[src/rtl/alu_ctrl_seq.sv]
// Hardwired control sequencer for a fetch/decode/execute ALU datapath.
// Steps through T0..T6 and raises the datapath strobes for each T-state.
module alu_ctrl_seq #(
  parameter int DATA_W = 32,
  parameter int NREGS  = 16,
  parameter int MEM_TO = 8
) (
  input  logic              clock,
  input  logic              clear,
  input  logic              start,
  input  logic              mem_rdy,
  input  logic [DATA_W-1:0] ir,
  output logic              busy,
  output logic              done,
  output logic              ill_op,
  output logic              mem_err,
  output logic              PCout,
  output logic              IncPC,
  output logic              PCin,
  output logic              MARin,
  output logic              Read,
  output logic              MDRin,
  output logic              MDRout,
  output logic              IRin,
  output logic              Yin,
  output logic              Zin,
  output logic              Zlowout,
  output logic              ZHighout,
  output logic              LOin,
  output logic              HIin,
  output logic [NREGS-1:0]  Rin,
  output logic [NREGS-1:0]  Rout,
  output logic [4:0]        alu_op
);

  localparam int REG_AW = $clog2(NREGS);
  localparam int CW     = $clog2(MEM_TO + 1);
  localparam int LSB    = DATA_W - 5 - 3 * REG_AW;

  typedef enum logic [2:0] {
    IDLE, T0, T1, T2, T3, T4, T5, T6
  } state_t;

  state_t state, state_d;

  logic [CW-1:0]     wcnt, wcnt_d;
  logic [4:0]        op_q;
  logic [REG_AW-1:0] ra_q, rb_q, rc_q;

  logic [4:0]        op_ir;
  logic [REG_AW-1:0] ra_ir, rb_ir, rc_ir;
  logic              unused_ir;

  assign op_ir = ir[DATA_W-1 -: 5];
  assign ra_ir = ir[DATA_W-6 -: REG_AW];
  assign rb_ir = ir[DATA_W-6-REG_AW -: REG_AW];
  assign rc_ir = ir[DATA_W-6-2*REG_AW -: REG_AW];
  assign unused_ir = ^ir[LSB-1:0];

  function automatic logic legal(input logic [4:0] op);
    case (op)
      5'b00011, 5'b00100, 5'b00101,
      5'b00110, 5'b00111, 5'b01000,
      5'b01001, 5'b01010, 5'b01110,
      5'b01111: legal = 1'b1;
      default:  legal = 1'b0;
    endcase
  endfunction

  function automatic logic [NREGS-1:0] onehot(
    input logic [REG_AW-1:0] idx
  );
    onehot = NREGS'(1) << idx;
  endfunction

  logic long_op;
  assign long_op = (op_q == 5'b01110) ||
                   (op_q == 5'b01111);

  always_ff @(posedge clock or negedge clear) begin
    if (!clear) begin
      state <= IDLE;
      wcnt  <= '0;
      op_q  <= '0;
      ra_q  <= '0;
      rb_q  <= '0;
      rc_q  <= '0;
    end else begin
      state <= state_d;
      wcnt  <= wcnt_d;
      if (state == T3) begin
        op_q <= op_ir;
        ra_q <= ra_ir;
        rb_q <= rb_ir;
        rc_q <= rc_ir;
      end
    end
  end

  always_comb begin
    state_d  = state;
    wcnt_d   = '0;
    done     = 1'b0;
    ill_op   = 1'b0;
    mem_err  = 1'b0;
    PCout    = 1'b0;
    IncPC    = 1'b0;
    PCin     = 1'b0;
    MARin    = 1'b0;
    Read     = 1'b0;
    MDRin    = 1'b0;
    MDRout   = 1'b0;
    IRin     = 1'b0;
    Yin      = 1'b0;
    Zin      = 1'b0;
    Zlowout  = 1'b0;
    ZHighout = 1'b0;
    LOin     = 1'b0;
    HIin     = 1'b0;
    Rin      = '0;
    Rout     = '0;
    alu_op   = '0;
    unique case (state)
      IDLE: begin
        if (start) state_d = T0;
      end
      T0: begin
        PCout   = 1'b1;
        IncPC   = 1'b1;
        Zin     = 1'b1;
        MARin   = 1'b1;
        state_d = T1;
      end
      T1: begin
        Zlowout = 1'b1;
        Read    = 1'b1;
        MDRin   = 1'b1;
        // ready wins over timeout on the last allowed cycle
        if (mem_rdy) begin
          PCin    = 1'b1;
          state_d = T2;
        end else if (wcnt == CW'(MEM_TO - 1)) begin
          mem_err = 1'b1;
          state_d = IDLE;
        end else begin
          wcnt_d = wcnt + CW'(1);
        end
      end
      T2: begin
        MDRout  = 1'b1;
        IRin    = 1'b1;
        state_d = T3;
      end
      T3: begin
        if (legal(op_ir)) begin
          Rout    = onehot(rb_ir);
          Yin     = 1'b1;
          state_d = T4;
        end else begin
          ill_op  = 1'b1;
          state_d = IDLE;
        end
      end
      T4: begin
        Rout    = onehot(rc_q);
        Zin     = 1'b1;
        alu_op  = op_q;
        state_d = T5;
      end
      T5: begin
        Zlowout = 1'b1;
        if (long_op) begin
          LOin    = 1'b1;
          state_d = T6;
        end else begin
          Rin     = onehot(ra_q);
          done    = 1'b1;
          state_d = IDLE;
        end
      end
      T6: begin
        ZHighout = 1'b1;
        HIin     = 1'b1;
        done     = 1'b1;
        state_d  = IDLE;
      end
      default: state_d = IDLE;
    endcase
  end

  assign busy = (state != IDLE);

endmodule

[config.mk]
export PLATFORM = sky130hd
export DESIGN_NAME = alu_ctrl_seq
export DESIGN_NICKNAME = d
export VERILOG_FILES = /design/src/rtl/alu_ctrl_seq.sv
export SDC_FILE = /design/constraint.sdc
export NUM_CORES = 1
export LEC_CHECK = 0
export ABC_CLOCK_PERIOD_IN_PS = 1800
export CAP_MARGIN = 20
export CORE_MARGIN = 10
export CORE_UTILIZATION = 40
export DETAILED_ROUTE_END_ITERATION = 12
export GPL_TIMING_DRIVEN = 0
export PLACE_DENSITY = 0.82
export SYNTH_ARGS = -nofsm -noshare
export SYNTH_HDL_FRONTEND = slang
export SYNTH_SLANG_ARGS = --single-unit
[constraint.sdc]
create_clock -name clock -period 1.8 [get_ports clock]
set_input_delay 0.18 -clock clock [delete_from_list [all_inputs] [get_ports clock]]
set_output_delay 0.18 -clock clock [all_outputs]
set_load 0.05 [all_outputs]
=== Word level (Yosys, flattened, before mapping) ===
Memory sizes are Yosys's and may differ from the RTL's.
Index checks and enable logic that the tools add are counted.

* Bits in registers: 20
* Memory bits (read-only): 16
* Logic and storage cells: 63
* Memories kept: 1

{| class="wikitable"
|+ Memories
! name !! words !! width !! read ports !! clocked after Yosys merged registers in !! write ports !! line !! source
|-
| (name not given) || 16 || 1 || 1 || 0 || 0 || 61 || <nowiki>case (op)</nowiki>
|}

* Add/subtract/negate cells: 1
* Eq/ne operators: 12
* Shifts and indexed selects: 3
* Mux-type cells: 35
* Reductions and logical operators: 6

{| class="wikitable"
|+ Operators with widths
! operator !! count
|-
| $mux 16 || 3
|-
| $shl 1x4->16 const A || 3
|-
| $pmux 16 s2 || 1
|-
| $pmux 3 s8 || 1
|-
| $mux 1 || 20
|-
| $mux 3 || 5
|-
| $eq 3x3->1 const B || 4
|-
| $mux 4 || 3
|-
| $eq 5x4->1 const B || 2
|-
| $eq 3x2->1 const B || 2
|-
| $mux 5 || 1
|-
| $add 4x1->4 const B || 1
|-
| $eq 4x3->1 const B || 1
|-
| $reduce_or 2->1 || 2
|-
| $eq 3x1->1 const B || 1
|-
| $logic_not 3->1 || 1
|-
| $ne 3x3->1 const B || 1
|-
| $reduce_bool 3->1 || 1
|-
| $ne 2x2->1 const B || 1
|-
| $pmux 1 s2 || 1
|-
| $reduce_and 2->1 || 1
|-
| $logic_or 1x1->1 || 1
|}

=== Longest topological paths before layout ===
An unclocked memory read counts as a cell.

* Depth after elaboration: 5
* Gate-level depth with buffers: 4

=== Least setup slack after synthesis ===
No wires, ideal clock.

* Path kind: reg2out
* Start: register state[2]
* End: output Rin[3]
* Arrival: 2.329 ns
* Required time: 1.620 ns
* Slack: -0.709 ns
* Cell stages (with the launch flop): 5
* Buffers on the path: 1
* Path through: dfrtp_1 buf_4 and3b_2 nand2_1 nor4_1

* Cells in the longest elaborated chain, start to end: 2

{| class="wikitable"
|+ Ends and longest elaborated chain
! what !! line !! source
|-
| start, declared || 44 || <nowiki>state_t state, state_d;</nowiki>
|-
| start signal, assigned || 89 || <nowiki>state <= state_d;</nowiki>
|-
| $eq 3x3->1 || 123 || <nowiki>unique case (state)</nowiki>
|-
| $mux 16 || 123 ||
|-
| end, declared || 31 || <nowiki>output logic [NREGS-1:0] Rin,</nowiki>
|}

Every way passes these cells.

=== Final worst setup path ===
* Start: register state[1]
* End: output Rout[0]

* Cells in the longest elaborated chain, start to end: 2
* Elaborated cells on any way between the ends: 3
* Classes of those cells: eq/ne: 2; mux: 1

{| class="wikitable"
|+ Ends and longest elaborated chain
! what !! line !! source
|-
| $eq 3x3->1 || 123 ||
|-
| $pmux 16 s2 * || 123 ||
|-
| end, declared || 32 || <nowiki>output logic [NREGS-1:0] Rout,</nowiki>
|}

Every way passes the cells marked *; elsewhere a longest branch is shown, timed or not.

==> impl_results.md <==
- Beginning of the critical path: state[1]
- Syn Area/Cell: 8.83 um^2
- WL/cell: 19.0 um
- Peak supply drop: 0.000878 V
- Post-synth EDFFs: 0
- Clk slew on worst S/H paths: 0.07 ns
- Setup TNS: -1.37 ns
- Post-Syn Instances: 204
- Max clock buf depth: 2
- Core Box Area: 4350 um^2
- Worst reg2reg path depth: 4
- Clk sink count: 20
- Fin crit share: 106%
- Port-buffer cells: 75
- Fin worst setup slack: -0.100 ns
- Post-synth top area share: 27.8%
- DRT antenna net count: 0
- Antenna violations before repair: 0
- Seq. cell area: 503 um^2
- Max-cap violations: 0
- Post-synth top area cell: dfrtp_1
- Final Critical Period: 1.90 ns
- Final Hold Viols: 0
- Setup-failing EPs final: 24
- Synth cell types: 45
- Pin count of the biggest net entering global routing: 21
- Max-slew violation count: 0
- Run status: complete, but fails checks
- Final wirelength: 6650 um
- Mapped Nets: 241
- Antenna cells: 0
- Rows: 24
- YS warnings: 0
- First-pass GRT wire length: 10100 um
- Cell Pwr Density: 1060 nW/um^2
- Area delta synth->final: 68.5%
- Flops & latches, synth: 20
- Leak: 0.00127 uW
- Clock root buffer: clkbuf_8
- Worst Hold Slack: 0.444 ns
- Total power: 3230 uW
- Drt drc: 0
- CTS tree: built
- Req. time, crit path: 1.62 ns
- Initial core utilization: 41.4%
- Critical setup path kind: flop to output port
- Core Util, Final: 69.7%
- Die width: 87.1 um
- CTS Hold Bufs: 0
- Worst-margin pin slew: 0.942 ns
- Failing checks: negative setup slack
- Insertion delay to the later sink of the worst-skew pair: 0.26 ns
- Via count: 2045
- Crit end category: output port
- HPWL after detailed placement: 4690 um
- Post-synthesis sequential area ratio: 27.8%
- Gpl congestion: 0.863
- Global route hottest layer: met2
- CTS buffer count: 3
- Layout cell share with drive strength beyond 1: 50.2%
- Die span in y: 87.1 um
- Synth async-reset ratio: 100%
- HP Class: input pin to asynchronous set/reset pin
- Worst-path fanout max: 8
- Area of the multi-input gates: 1430 um^2
- Worst reg2reg startpoint: state[1]
- Initial DRC Count: 156
- Ys flop type: dfrtp_1
- GR Util met2: 30.4%
- Slew HR: 37.0%
- Met3 Use GR: 3.46%
- H-tree depth: 1
- CP startpoint kind: flop
- Post-Syn Area: 1800 um^2
- GRT overflow: 0
- F_max: 0.526 GHz
- CP arrival: 1.72 ns
- Top-count cell post-synth: dfrtp_1
- Fin nets: 336
- Number of global-route vias before repair: 2003
- Drt pass-1 iters: 4
- M1 GR Usage: 18.3%
- RSZ-0062 raised after global routing: true
- Top cells by count, synth: 20 x dfrtp_1, 19 x nor2_1, 16 x nand4_1
- # IOs: 91
- Ranking of synthesized cells by area: dfrtp_1 28%, nand4_1 5.6%, mux2_1 5.0%
- Fillers: 319
- Clk_skew: 0.000971 ns
- Total global-route track usage: 16.2%
- Full die area: 7580 um^2
- Vias/cell: 5.86
==> where the power goes <==
part | internal, uW | switching, uW | leakage (uW)
sequential | 639 | 282 | 0.000247
clock | 149 | 146 | 0.0000216
combinational | 772 | 1240 | 0.000999
total | 1560 | 1670 | 0.00127
==> cells by family after synthesis <==
logic type                 Yosys count  synth area share (%)
buffers and inverters               23                  7.57
and+or+nand+nor                    120                  42.6
xor gates and xnor gates             3                  1.46
muxes                               13                  8.13
adders and majority gates            1                 0.695
DFF                                 20                  27.8
AOI/OAI and AO/OA                   24                  11.7
==> worst max-delay path, cell delays in order (launching register included) <==
cell     delay, ns
dfrtp_2       0.47
nor3b_4       0.27
buf_6         0.15
buf_4         0.11
nand4_1       0.10
o21ai_2       0.18
buf_6         0.18
==> stage by stage <==
step	cell area (um^2)	setup WS [ns]	cells
after global placement	2750	-0.796	331
after CTS	2880	-0.0960	343
after detailed placement	2750	-0.828	331
after floorplan	1930	-0.326	204
after global routing	3030	-0.205	349
final	3030	-0.100	349
==> final timing paths <==
path / to / slack [ns]
max in group asynchronous: state[0] / 0.72
hold / removal: ra_q[3] / 0.44
min in group clock: wcnt[0] / 0.46
hold reg to reg: wcnt[0] / 0.46
setup reg to reg: ra_q[1] / 0.25
setup / recovery: Rout[0] / -0.10
==> cells in the final DEF (no fill, tap or decap), drive strengths merged <==
master	instances
dlygate4sd2	6
nand3b	8
nand4	16
and2	2
o31ai	5
nand3	10
a31o	1
nand2b	4
o21bai	2
buf	84
nand4b	7
xnor2	1
and4b	5
ha	1
mux2	13
nor2	19
a311oi	1
nor2b	8
dfrtp	20
or3	3
clkbuf	10
clkdlybuf4s15	1
o21ai	11
a21oi	1
o311ai	1
nor3b	2
o21a	1
nor3	7
nor4	3
and3b	2
clkdlybuf4s50	14
nor4bb	4
and3	6
a211o	1
nand2	9
and4	1
nor4b	4
a211oi	1
xor2	2
==> layer usage <==
layer	wire length, um	vias up
met5	0	-
met4	157	0
met3	351	13
met2	3630	72
met1	2510	1001
li1	-	959
==> state kept, by name (all words and copies together), names as in the netlist <==
register / flops
op_q: 5
ra_q: 4
state: 3
rc_q: 4
wcnt: 4
==> area by class of cell <==
class                      instances  share of cell area, %
buffer                            22                   5.86
clock buffer                       3                   1.36
multi-input combinational        162                   47.0
sequential                        20                   16.6
tap                               52                   2.14
timing repair buffer              90                   27.1
==> repair_timing <==
item	in CTS	in global routing
pin swaps	8	12
cloned	1	0
endpoints found under the setup margin	55	50
gates resized for setup	335	68
buffers inserted	9	6
endpoints found under the hold margin	0	0
No activity file was read; power rests on OpenSTA's default activity.
